===== config.mk =====
export PLATFORM = sky130hd
export DESIGN_NAME = print_uart_tx
export DESIGN_NICKNAME = d
export VERILOG_FILES = /design/src/rtl/print_uart_tx_pkg.sv /design/src/rtl/print_uart_tx_fifo.sv /design/src/rtl/print_uart_tx.sv
export SDC_FILE = /design/constraint.sdc
export NUM_CORES = 1
export LEC_CHECK = 0
export ABC_AREA = 1
export ABC_CLOCK_PERIOD_IN_PS = 3540
export CAP_MARGIN = 40
export CORE_ASPECT_RATIO = 0.7
export CORE_MARGIN = 3
export CORE_UTILIZATION = 40
export CTS_BUF_LIST = sky130_fd_sc_hd__clkbuf_4
export DETAILED_ROUTE_END_ITERATION = 7
export MAX_ROUTING_LAYER = met4
export PLACE_DENSITY_LB_ADDON = 0.05
export RECOVER_POWER = 25
export SETUP_SLACK_MARGIN = 0.4
export SYNTH_ARGS = -nofsm -noshare
export SYNTH_HDL_FRONTEND = slang
export SYNTH_SLANG_ARGS = --single-unit

===== constraint.sdc =====
create_clock -name CLK -period 3.54 [get_ports CLK]
set_clock_uncertainty 0.15 [all_clocks]
set_input_delay 0.708 -clock CLK [delete_from_list [all_inputs] [get_ports CLK]]
set_output_delay 0.708 -clock CLK [all_outputs]
set_load 0.05 [all_outputs]

===== src/rtl/print_uart_tx_pkg.sv =====
// Shared definitions for the print UART transmitter: FSM states, ASCII
// constants and the nibble-to-hex character encoder.
package print_uart_tx_pkg;

    typedef enum logic [1:0] {
        TX_IDLE  = 2'd0,
        TX_START = 2'd1,
        TX_DATA  = 2'd2,
        TX_STOP  = 2'd3
    } tx_state_t;

    localparam logic [7:0] ASCII_0     = 8'h30;
    localparam logic [7:0] ASCII_A_M10 = 8'h57;
    localparam logic [7:0] ASCII_LF    = 8'h0A;

    // Index of the trailing line-feed character within a word
    localparam logic [3:0] LAST_CHAR_IDX = 4'd8;

    // Character idx of a printed word: 0..7 are hex digits MSB first, 8 is LF
    function automatic logic [7:0] encode_char(input logic [31:0] word,
                                               input logic [3:0]  idx);
        logic [4:0]  shamt;
        logic [3:0]  nib;
        logic [7:0]  ch;
        shamt = 5'd28 - {idx[2:0], 2'b00};
        nib   = 4'(word >> shamt);
        if (idx >= LAST_CHAR_IDX) begin
            ch = ASCII_LF;
        end else if (nib < 4'd10) begin
            ch = ASCII_0 + {4'd0, nib};
        end else begin
            ch = ASCII_A_M10 + {4'd0, nib};
        end
        return ch;
    endfunction

endpackage


===== src/rtl/print_uart_tx_fifo.sv =====
// Synchronous first-word-fall-through FIFO holding print words.
// A push when full is accepted only if a pop happens in the same cycle.
module print_fifo #(
    parameter int WIDTH = 32,
    parameter int DEPTH = 4
) (
    input  logic             CLK,
    input  logic             RESET,
    input  logic             WR_EN,
    input  logic [WIDTH-1:0] WR_DATA,
    input  logic             RD_EN,
    output logic [WIDTH-1:0] RD_DATA,
    output logic             FULL,
    output logic             EMPTY
);

    localparam int PTR_W = $clog2(DEPTH);

    logic [WIDTH-1:0] mem_reg [DEPTH];
    logic [PTR_W-1:0] wr_ptr_reg;
    logic [PTR_W-1:0] rd_ptr_reg;
    logic [PTR_W:0]   count_reg;
    logic             do_pop;
    logic             do_push;

    assign FULL    = (count_reg == (PTR_W + 1)'(DEPTH));
    assign EMPTY   = (count_reg == '0);
    assign do_pop  = RD_EN && !EMPTY;
    assign do_push = WR_EN && (!FULL || do_pop);
    assign RD_DATA = mem_reg[rd_ptr_reg];

    // Storage write; contents need no reset since the pointers define validity
    always_ff @(posedge CLK) begin
        if (do_push) begin
            mem_reg[wr_ptr_reg] <= WR_DATA;
        end
    end

    // Pointer and occupancy tracking
    always_ff @(posedge CLK) begin
        if (!RESET) begin
            wr_ptr_reg <= '0;
            rd_ptr_reg <= '0;
            count_reg  <= '0;
        end else begin
            if (do_push) begin
                wr_ptr_reg <= wr_ptr_reg + 1'b1;
            end
            if (do_pop) begin
                rd_ptr_reg <= rd_ptr_reg + 1'b1;
            end
            case ({do_push, do_pop})
                2'b10:   count_reg <= count_reg + 1'b1;
                2'b01:   count_reg <= count_reg - 1'b1;
                default: count_reg <= count_reg;
            endcase
        end
    end

endmodule


===== src/rtl/print_uart_tx.sv =====
// Print-port consumer: buffers 32-bit print words and sends each one over an
// 8N1 UART line as eight lowercase hex digits followed by a line feed.
module print_uart_tx
    import print_uart_tx_pkg::*;
#(
    parameter int CLKS_PER_BIT = 868,
    parameter int FIFO_DEPTH   = 4
) (
    input  logic        CLK,
    input  logic        RESET,
    input  logic [31:0] PRINT_VAL,
    input  logic        PRINT_EN,
    output logic        TX,
    output logic        BUSY,
    output logic        FIFO_FULL,
    output logic        OVERFLOW
);

    localparam int             BAUD_W    = (CLKS_PER_BIT > 1) ? $clog2(CLKS_PER_BIT) : 1;
    localparam logic [BAUD_W-1:0] BAUD_LAST = BAUD_W'(CLKS_PER_BIT - 1);

    tx_state_t         state_reg;
    logic [BAUD_W-1:0] baud_cnt_reg;
    logic [3:0]        char_idx_reg;
    logic [2:0]        bit_idx_reg;
    logic [31:0]       hold_reg;
    logic              tx_reg;
    logic              overflow_reg;

    logic [31:0]       fifo_rd_data;
    logic              fifo_full;
    logic              fifo_empty;
    logic              fifo_pop;
    logic              baud_last;
    logic [7:0]        cur_char;
    logic [2:0]        bit_idx_next;

    // The FSM only takes a word while idle, so the pop is a pure function of state
    assign fifo_pop     = (state_reg == TX_IDLE) && !fifo_empty;
    assign baud_last    = (baud_cnt_reg == BAUD_LAST);
    assign cur_char     = encode_char(hold_reg, char_idx_reg);
    assign bit_idx_next = bit_idx_reg + 3'd1;

    assign TX        = tx_reg;
    assign BUSY      = (state_reg != TX_IDLE) || !fifo_empty;
    assign FIFO_FULL = fifo_full;
    assign OVERFLOW  = overflow_reg;

    print_fifo #(
        .WIDTH (32),
        .DEPTH (FIFO_DEPTH)
    ) u_fifo (
        .CLK     (CLK),
        .RESET   (RESET),
        .WR_EN   (PRINT_EN),
        .WR_DATA (PRINT_VAL),
        .RD_EN   (fifo_pop),
        .RD_DATA (fifo_rd_data),
        .FULL    (fifo_full),
        .EMPTY   (fifo_empty)
    );

    // Sticky flag for a push that found the FIFO full with no pop to make room
    always_ff @(posedge CLK) begin
        if (!RESET) begin
            overflow_reg <= 1'b0;
        end else if (PRINT_EN && fifo_full && !fifo_pop) begin
            overflow_reg <= 1'b1;
        end
    end

    // Serializer FSM: start bit, 8 data bits LSB first, stop bit, nine chars per word
    always_ff @(posedge CLK) begin
        if (!RESET) begin
            state_reg    <= TX_IDLE;
            baud_cnt_reg <= '0;
            char_idx_reg <= '0;
            bit_idx_reg  <= '0;
            hold_reg     <= '0;
            tx_reg       <= 1'b1;
        end else begin
            case (state_reg)
                TX_IDLE: begin
                    baud_cnt_reg <= '0;
                    tx_reg       <= 1'b1;
                    if (!fifo_empty) begin
                        hold_reg     <= fifo_rd_data;
                        char_idx_reg <= '0;
                        bit_idx_reg  <= '0;
                        tx_reg       <= 1'b0;
                        state_reg    <= TX_START;
                    end
                end
                TX_START: begin
                    if (baud_last) begin
                        baud_cnt_reg <= '0;
                        bit_idx_reg  <= '0;
                        tx_reg       <= cur_char[0];
                        state_reg    <= TX_DATA;
                    end else begin
                        baud_cnt_reg <= baud_cnt_reg + 1'b1;
                    end
                end
                TX_DATA: begin
                    if (baud_last) begin
                        baud_cnt_reg <= '0;
                        if (bit_idx_reg == 3'd7) begin
                            tx_reg    <= 1'b1;
                            state_reg <= TX_STOP;
                        end else begin
                            bit_idx_reg <= bit_idx_next;
                            tx_reg      <= cur_char[bit_idx_next];
                        end
                    end else begin
                        baud_cnt_reg <= baud_cnt_reg + 1'b1;
                    end
                end
                TX_STOP: begin
                    if (baud_last) begin
                        baud_cnt_reg <= '0;
                        if (char_idx_reg < LAST_CHAR_IDX) begin
                            char_idx_reg <= char_idx_reg + 4'd1;
                            tx_reg       <= 1'b0;
                            state_reg    <= TX_START;
                        end else begin
                            tx_reg    <= 1'b1;
                            state_reg <= TX_IDLE;
                        end
                    end else begin
                        baud_cnt_reg <= baud_cnt_reg + 1'b1;
                    end
                end
                default: begin
                    tx_reg    <= 1'b1;
                    state_reg <= TX_IDLE;
                end
            endcase
        end
    end

endmodule

==> impl_results.md <==
- Top-count cell post-synth: nor2_1
- Root Driver: clkbuf_4
- Drt pass-1 iters: 4
- Synth Net Count: 815
- Gr usage total: 17.2%
- Inserted Diodes: 0
- Synth warn: 0
- Cts bufs inserted: 17
- Fmax: 347 MHz
- Hold Fails Final Rpt: 0
- Synth area leader: edfxtp_1
- Worst path cell trace: inv_1 > ha_1 > inv_1 > nor2_1 > inv_1 > buf_2
- Width of the die: 173 um
- Worst slew pin tran: 0.687 ns
- Initial DRC count: 476
- Top-area cell type share of the netlist area: 49.4%
- Max reg flops: 128
- Clk slew on worst S/H paths: 0.16 ns
- Post-CTS Hold Fix Bufs: 0
- Min Tclk post-route: 2.88 ns
- Vias in the first global route: 5251
- RSZ-0062 raised after global routing: false
- Slew Viols, Final: 0
- Hold Startpoint: OVERFLOW$_SDFFE_PN0P_
- Area contributors post-synth: edfxtp_1 (49%), dfxtp_1 (15%), nor2_1 (8.4%), o21ai_0 (7.1%), nand2_1 (3.0%)
- Post-Synthesis Cell Area: 7790 um2
- Run status: finished clean
- Setup_tns: 0 ns
- Postcts setup bufs: 0
- First-pass GRT wire length: 27700 um
- Top FF cell, synth: edfxtp_1
- Rows: 42
- Final #Nets: 846
- Clk_lat worst skew: 0.57 ns
- I/O Pins: 39
- Die H: 123 um
- FF+latch count, synth: 188
- Worst Path Required: 2.68 ns
- Synth cell count leaders: nor2_1 (174), edfxtp_1 (128), o21ai_0 (110)
- Initial Utilization: 40.9%
- Final period utilization: 81.5%
- Max transition margin: 54.2%
- Asr flop ratio synth: 0%
- Initial antenna violation count: 0
- Share of cells above drive strength 1: 8.03%
- Die Area: 21200 um2
- Largest net degree at the start of global routing: 67
- H-tree level count: 4
- DRC: 0
- Final WS setup: 0.656 ns
- CTS tree: built
- Critical Path Fanout Max: 5
- CORE AREA: 19000 um2
- RR Startpoint: char_idx_reg[0]$_SDFFE_PN0P_
- Routed WL per cell: 15.9 um
- Max stage delay on crit path: 0.41 ns
- Post-detail-place hpwl: 10800 um
- CTS Sinks: 188
- Dpl ws: 0.734 ns
- Startpoint Class: register
- Cell at the slowest stage of the critical path: dfxtp_1
- Hold_ws: 0.308 ns
- Placer Congestion: 0.889
- WP data arrival: 2.03 ns
- Finish-stage setup viols: 0
- R2r setup slk: 0.87 ns
- RR Endpoint: TX$_SDFFE_PN1P_
- Worst setup path category: reg -> out
- CP Capture Type: primary output
- Final core occ: 46.0%
- Area grow syn2layout: 12.3%
- Maximum VDD drop: 421 uV
- Overall power: 6.39 mW
- Worst Hold Class: reg -> reg
- Total global routing overflow: 0
- Max-cap violations: 0
- WL final: 17100 um
- Lkg Pwr: 3.13 nW
- Post-synthesis sequential area ratio: 64.8%
- Port Buffer Count: 38
- Post-synthesis cell count: 765
- DR vias/cell: 4.95
- Final ANT Viol Nets: 0
- Worst hold stages: 2
- DR vias: 5312
- Reg2reg path depth: 22
- EDFF count, synth: 128
- Mean Syn Cell Area: 10.2 um2
- Clock Tree Buf Depth: 2
- Worst Hold End: OVERFLOW$_SDFFE_PN0P_
- Number of unique standard cell types used by synthesis: 32
- CP dominant cell by count: inv_1
- Power density over cell area: 731 nW/um2
-- critical path: cells and delay by family, from the launching register on --
family	cells	cell delay, ns
buffers and inverters	4	0.70
DFF	1	0.41
and+or+nand+nor	1	0.09
adders and majority gates	1	0.25
-- worst max path at each step --
stage / cells after the start / startpoint / end / slack, ns
floorplan: 6 / state_reg[0]$_SDFFE_PN0P_ / u_fifo.mem_reg[0][0]$_DFFE_PP_ / 0.65
global placement: 6 / state_reg[0]$_SDFFE_PN0P_ / BUSY / 0.80
detailed placement: 6 / state_reg[0]$_SDFFE_PN0P_ / BUSY / 0.73
CTS: 2 / u_fifo.count_reg[2]$_SDFFE_PN0P_ / FIFO_FULL / 0.41
global route: 6 / state_reg[0]$_SDFFE_PN0P_ / BUSY / 0.49
finish: 6 / state_reg[0]$_SDFFE_PN0P_ / BUSY / 0.66
-- cell usage in the layout (no fill, tap or decap), types with 3 or more instances in the layout --
| master | count |
|---|---|
| a211oi_1 | 3 |
| a21oi_1 | 24 |
| a31oi_1 | 32 |
| buf_4 | 10 |
| clkbuf_4 | 18 |
| clkdlybuf4s50_1 | 14 |
| clkinv_1 | 3 |
| clkinv_8 | 3 |
| dfxtp_1 | 59 |
| dlygate4sd3_1 | 22 |
| edfxtp_1 | 128 |
| ha_1 | 14 |
| inv_1 | 52 |
| nand2_1 | 62 |
| nand2_2 | 6 |
| nand3_1 | 23 |
| nand3_2 | 4 |
| nand4_1 | 3 |
| nor2_1 | 169 |
| nor2_4 | 5 |
| nor3_1 | 7 |
| o21ai_0 | 110 |
| o21ai_1 | 8 |
-- stage by stage --
stage | instance area, um2 | std cells
2_1_floorplan | 7790 | 765
3_3_place_gp | 8450 | 1041
3_5_place_dp | 8450 | 1041
4_1_cts | 8750 | 1073
5_1_grt | 8750 | 1073
6_report | 8750 | 1073
-- layout make-up --
cell class | instances | area [um2]
sequential | 188 | 5050
fill | 1837 | 10300
clock inverter | 14 | 160
multi-input combinational | 485 | 2410
timing repair buffer | 48 | 453
clock buffer | 18 | 135
inverter | 56 | 213
tap | 264 | 330
-- layer usage --
metal	wire length, um	track usage, %	vias up
li1	-	-	2701
met1	8760	23.9	2517
met2	7450	25.9	78
met3	666	3.53	16
met4	204	4.91	0
met5	0	-	-
-- logic make-up after synthesis --
logic type               Yosys count  share of synthesized area, %
adder cells (fa/ha/maj)           15                          2.51
buffers and inverters             92                          4.77
XOR/XNOR                           1                         0.112
AO/OA/AOI/OAI                    180                          12.3
flip-flops                       188                          64.8
AND/OR/NAND/NOR                  289                          15.5
-- what timing repair did --
action / in CTS / in global routing
resized for setup: 3 / 3
pin swaps: 0 / 0
setup endpoints to repair: 1 / 2
-- power breakdown --
part | total, mW | switching (mW) | leakage, nW | internal, mW
registers | 2.87 | 0.207 | 1.67 | 2.66
clock network | 1.18 | 0.792 | 0.153 | 0.385
logic | 2.35 | 1.62 | 1.31 | 0.727
total | 6.39 | 2.62 | 3.13 | 3.77
No activity file was read; power rests on OpenSTA's default activity.
